<file path="src/rtl/hazard_control_unit.sv">
// Pipeline hazard controller beside the D/E register: load-use stall
// sequencing, branch-redirect flushes and EX operand-forwarding selects.
// Optional performance counters are enabled by defining HAZARD_PERF_CNT_EN.
module hazard_control_unit #(
  parameter int unsigned LOAD_STALL_CYCLES = 1,
  parameter int unsigned CNT_W             = 32
) (
  input  logic             clock,
  input  logic             reset,
  input  logic [4:0]       id_rs1,
  input  logic [4:0]       id_rs2,
  input  logic             id_uses_rs1,
  input  logic             id_uses_rs2,
  input  logic [4:0]       de_rd,
  input  logic [4:0]       de_rs1,
  input  logic [4:0]       de_rs2,
  input  logic             de_is_load,
  input  logic             de_reg_write,
  input  logic [4:0]       em_rd,
  input  logic             em_reg_write,
  input  logic [4:0]       mw_rd,
  input  logic             mw_reg_write,
  input  logic             ex_redirect,
  output logic             pc_stall,
  output logic             fd_stall,
  output logic             fd_flush,
  output logic             de_flush,
  output logic [1:0]       fwd_a_sel,
  output logic [1:0]       fwd_b_sel,
  output logic [CNT_W-1:0] stall_cycles,
  output logic [CNT_W-1:0] flush_events
);

  localparam int unsigned CW = 3;
  localparam logic [CW-1:0] STALL_RELOAD = CW'(LOAD_STALL_CYCLES - 1);

  typedef enum logic {RUN, LSTALL} state_t;

  state_t        r_state;
  logic [CW-1:0] r_cnt;
  logic          w_hazard;

  assign w_hazard = de_is_load & de_reg_write & (de_rd != 5'd0) &
                    ((id_uses_rs1 & (id_rs1 == de_rd)) |
                     (id_uses_rs2 & (id_rs2 == de_rd)));

  // Stall/flush controls from state and inputs; forced low while in reset
  always_comb begin
    pc_stall = 1'b0;
    fd_stall = 1'b0;
    fd_flush = 1'b0;
    de_flush = 1'b0;
    if (reset) begin
      if (ex_redirect) begin
        fd_flush = 1'b1;
        de_flush = 1'b1;
      end else if ((r_state == LSTALL) || w_hazard) begin
        pc_stall = 1'b1;
        fd_stall = 1'b1;
        de_flush = 1'b1;
      end
    end
  end

  // Load-use bubble sequencer; redirect aborts any stall in progress
  always_ff @(posedge clock or negedge reset) begin
    if (!reset) begin
      r_state <= RUN;
      r_cnt   <= '0;
    end else begin
      case (r_state)
        RUN: begin
          if (!ex_redirect && w_hazard && (LOAD_STALL_CYCLES > 1)) begin
            r_state <= LSTALL;
            r_cnt   <= STALL_RELOAD;
          end
        end
        LSTALL: begin
          if (ex_redirect || (r_cnt == CW'(1))) begin
            r_state <= RUN;
            r_cnt   <= '0;
          end else begin
            r_cnt <= r_cnt - CW'(1);
          end
        end
        default: begin
          r_state <= RUN;
          r_cnt   <= '0;
        end
      endcase
    end
  end

  // Operand forwarding: E/M beats M/W, x0 never forwarded
  always_comb begin
    fwd_a_sel = 2'b00;
    fwd_b_sel = 2'b00;
    if (em_reg_write && (em_rd != 5'd0) && (em_rd == de_rs1)) begin
      fwd_a_sel = 2'b01;
    end else if (mw_reg_write && (mw_rd != 5'd0) && (mw_rd == de_rs1)) begin
      fwd_a_sel = 2'b10;
    end
    if (em_reg_write && (em_rd != 5'd0) && (em_rd == de_rs2)) begin
      fwd_b_sel = 2'b01;
    end else if (mw_reg_write && (mw_rd != 5'd0) && (mw_rd == de_rs2)) begin
      fwd_b_sel = 2'b10;
    end
  end

`ifdef HAZARD_PERF_CNT_EN
  logic [CNT_W-1:0] r_stall_cycles;
  logic [CNT_W-1:0] r_flush_events;

  // Saturating stall-cycle and flush-event counters
  always_ff @(posedge clock or negedge reset) begin
    if (!reset) begin
      r_stall_cycles <= '0;
      r_flush_events <= '0;
    end else begin
      if (pc_stall && (r_stall_cycles != '1)) begin
        r_stall_cycles <= r_stall_cycles + CNT_W'(1);
      end
      if (fd_flush && (r_flush_events != '1)) begin
        r_flush_events <= r_flush_events + CNT_W'(1);
      end
    end
  end

  assign stall_cycles = r_stall_cycles;
  assign flush_events = r_flush_events;
`else
  assign stall_cycles = '0;
  assign flush_events = '0;
`endif

endmodule

</file>
<file path="config.mk">
export PLATFORM = sky130hd
export DESIGN_NAME = hazard_control_unit
export DESIGN_NICKNAME = d
export VERILOG_FILES = /design/src/rtl/hazard_control_unit.sv
export SDC_FILE = /design/constraint.sdc
export NUM_CORES = 1
export LEC_CHECK = 0
export BUFFER_PORTS_ARGS = -buffer_cell sky130_fd_sc_hd__buf_4
export CORE_AREA = 2 2 59 61
export CTS_CLUSTER_SIZE = 14
export DETAILED_ROUTE_END_ITERATION = 16
export DIE_AREA = 0 0 61 63
export PLACE_DENSITY = 0.8
export RECOVER_POWER = 100
export SLEW_MARGIN = 20
export SYNTH_ARGS = -nofsm -noshare
export SYNTH_HDL_FRONTEND = slang
export SYNTH_SLANG_ARGS = --single-unit
</file>
<file path="constraint.sdc">
create_clock -name clock -period 1.41 [get_ports clock]
set_input_delay 0.0705 -clock clock [delete_from_list [all_inputs] [get_ports clock]]
set_output_delay 0.0705 -clock clock [all_outputs]
set_load 0.05 [all_outputs]
</file>
==> metrics <==
status complete, but fails checks; violated checks setup timing; Cell Chain, Critical Path buf_4, xor2_1, or4_4, nor4_4, buf_6; category of the worst setup path launch point input pin; Num CTS Buffers 3; number of max-slew violations in the final report 0; hold endpoint r_state; number of buffers between clock root and the deepest sink 2; antenna violations before repair 0; hold path startpoint ex_redirect; post-layout utilization of the core 47.5%; Period minus WS final between 1 and 1.5 ns; total leakage power between 0.0007 and 0.0008 µW; WL/cell roughly 9.5 µm; combined area of the multi-input logic cells 847 µm²; diodes inserted 0; FF-to-FF Start r_cnt[1]; sum of net half-perimeters after detailed placement around 2.1 mm; initial standard-cell utilization of the core about a third; CP top delay family simple AND/OR/NAND/NOR gates; drt first pass iters 4; Synth Area per Inst about 8.1 µm²; core footprint between 3000 and 4000 µm²; vias in the first global route ~800; cell count of the worst reg-to-reg path 6; critical register-to-register path endpoint r_cnt[2]; unrepaired setup endpoints after global routing true; count of final setup violators 2; async set-reset flop share out of synthesis 100%; die outline area 3840 µm²; setup skew after layout approximately 0.0037 ns; Site Rows 21; horizontal die dimension 61 µm; clock sinks 4; Data arrival, critical path 1.37 ns; nets 250; number of max-cap violations 0; crit share post-route 102%; Worst EP required 1.34 ns; worst IR drop on VDD ~530 µV; all-layer global routing usage 10.7%; layout cell share with drive strength beyond 1 37.1%; final setup TNS -0.0526 ns; maximum clock frequency between 600 and 700 MHz; Cells after Synth approximately 140; worst path setup slack after routing -0.0304 ns; pin count of the biggest net entering global routing 7; clock latency of the later-clocked register in the worst-skew pair ~0.23 ns; Seq cells post-synth 4; transition time at the pin with the least slew margin slightly below 0.6 ns; final weighted congestion of routability-driven global placement between 0.7 and 0.8; Chip Height 63 µm; detail-routed via count per cell ~3.8; clock slew seen by the registers of the worst setup and hold paths approximately 0.030 ns; total power divided by cell area 604 nW/µm²; H-tree depth reported by CTS 1; Critical-path top delay cell sky130_fd_sc_hd__or4_4; Distinct cells, synth 28; count of fill cells added during filler insertion 331; share of the synthesized area in the top cell type 43.6%; Warnings, synthesis 0; Hold Path Cell Cnt 3; P&R area growth vs syn 37.4%; count of flip-flops with a built-in enable after synthesis 0; # DRC 0; GR Overflow Total 0; HP Class input pin to flop; Routed Wire Length around 2.4 mm; Critical Setup Path Class input pin to primary output; buffer cell driving the clock tree root sky130_fd_sc_hd__clkbuf_4; number of primary I/O pins 116; flop-to-flop setup slack between 0.2 and 0.25 ns; number of nets with antenna violations after detailed routing 0; worst path bufs/invs 2; clock tree from TritonCTS done; biggest area contributors in the synthesized netlist sky130_fd_sc_hd__buf_4 44%, sky130_fd_sc_hd__xor2_1 17%, sky130_fd_sc_hd__dfrtp_1 8.9%; worst max-slew margin expressed relative to the limit between 60% and 70%; sequential-to-total area share from yosys stat under 10%; DRC violation total after the first TritonRoute iteration 15; vias a little over 900; endpoint type of the worst setup path primary output; post-synth top area cell sky130_fd_sc_hd__buf_4; Mapped Area roughly 1100 µm²; Most used DFF post-synth sky130_fd_sc_hd__dfrtp_1; area used by sequential logic in the layout roughly 100 µm²; maximum cell stage delay along the critical path 0.55 ns; largest fanout of any net on the critical path 3; number of failing hold endpoints at the final stage 0; I/O Buffers between 50 and 60; first-pass GRT wire length 3.18 mm
flip-flops by register name, summed over array words and instances, names as in the netlist:
name     count
r_cnt        3
r_state      1
stage by stage:
step | total power (µW) | std cells | cell area [µm²] | setup WS (ns) | hold WS [ns]
after global routing | 983 | 248 | 1540 | -0.0821 | 0.237
after detailed placement | 780 | 244 | 1460 | -0.147 | -0.119
after floorplan | 749 | 201 | 1430 | -0.147 | -0.225
after CTS | 933 | 248 | 1530 | -0.0396 | 0.218
after global placement | 773 | 244 | 1460 | -0.0915 | -0.119
final | 928 | 248 | 1540 | -0.0304 | 0.230
per-layer routing:
layer  vias up  GRT usage (%)  routed length, µm
li1        452              -                  -
met1       413           10.7                757
met2        68           21.9               1320
met3         0           1.24                286
met4         0           2.45                  0
met5         -              0                  0
tightest hold or removal path, delay by kind of cell:
family,cells,cell delay (ns)
and+or+nand+nor,1,0.18
buffers and inverters,2,0.15
Yosys cell counts, drive strengths merged, types with 2 or more instances:
master and number:
dfrtp 4, ha 2, or4 4, and2 2, nand3 2, o21ai 6
buf 65, xor2 22, nor4 6, xnor2 8, nand2 3, inv 3
area by class of cell:
type / instances / area share (%)
Multi-Input combinational cell: 129 / 55.1
Timing Repair Buffer: 63 / 32.4
Sequential cell: 4 / 6.51
Tap cell: 46 / 3.75
Clock buffer: 3 / 1.47
Inverter: 3 / 0.733
cells by family (layout without fill, tap and decap cells):
logic type	after synthesis	count (layout)	synth area share, %
buffers and inverters	68	69	44.6
muxes	1	1	0.895
DFF	4	4	8.95
other	1	64	0.335
xor gates and xnor gates	30	30	23.5
adders and majority gates	2	2	2.24
and+or+nand+nor	22	22	13.5
AOI/OAI and AO/OA	10	10	5.93
what timing repair did:
action	in CTS	in global routing
endpoints found under the setup margin	5	4
buffers inserted	0	0
hold buffers	1	0
hold endpoints to repair	4	0
pin swaps	2	6
gates resized for setup	7	7
cloned	0	0
cells in the final DEF, fill, tap and decap left out, types with 3 or more instances in the layout:
master                     instances
sky130_fd_sc_hd__dfrtp_1           4
sky130_fd_sc_hd__xnor2_1           8
sky130_fd_sc_hd__buf_4            49
sky130_fd_sc_hd__buf_6             8
sky130_fd_sc_hd__clkbuf_4          6
sky130_fd_sc_hd__or4_4             3
sky130_fd_sc_hd__nand2_1           3
sky130_fd_sc_hd__inv_1             3
sky130_fd_sc_hd__conb_1           64
sky130_fd_sc_hd__xor2_1           22
sky130_fd_sc_hd__nor4_4            4
power by group:
part / switching [µW] / total (µW) / internal [µW]
Sequential: 0 / 115 / 115
Combinational: 511 / 677 / 166
Clock: 40.4 / 135 / 94.8
Total: 551 / 928 / 377
how the worst max path moves through the flow:
stage | start | endpoint | slack, ns | depth (start not counted)
after floorplan | em_rd[1] | fwd_a_sel[1] | -0.15 | 4
after global placement | mw_rd[2] | fwd_b_sel[1] | -0.09 | 6
after detailed placement | mw_rd[2] | fwd_a_sel[1] | -0.15 | 6
after CTS | de_rs1[2] | fwd_a_sel[1] | -0.04 | 5
after global routing | mw_rd[4] | fwd_a_sel[1] | -0.08 | 5
final | mw_rd[4] | fwd_a_sel[1] | -0.03 | 5
No activity file was read; power rests on OpenSTA's default activity.
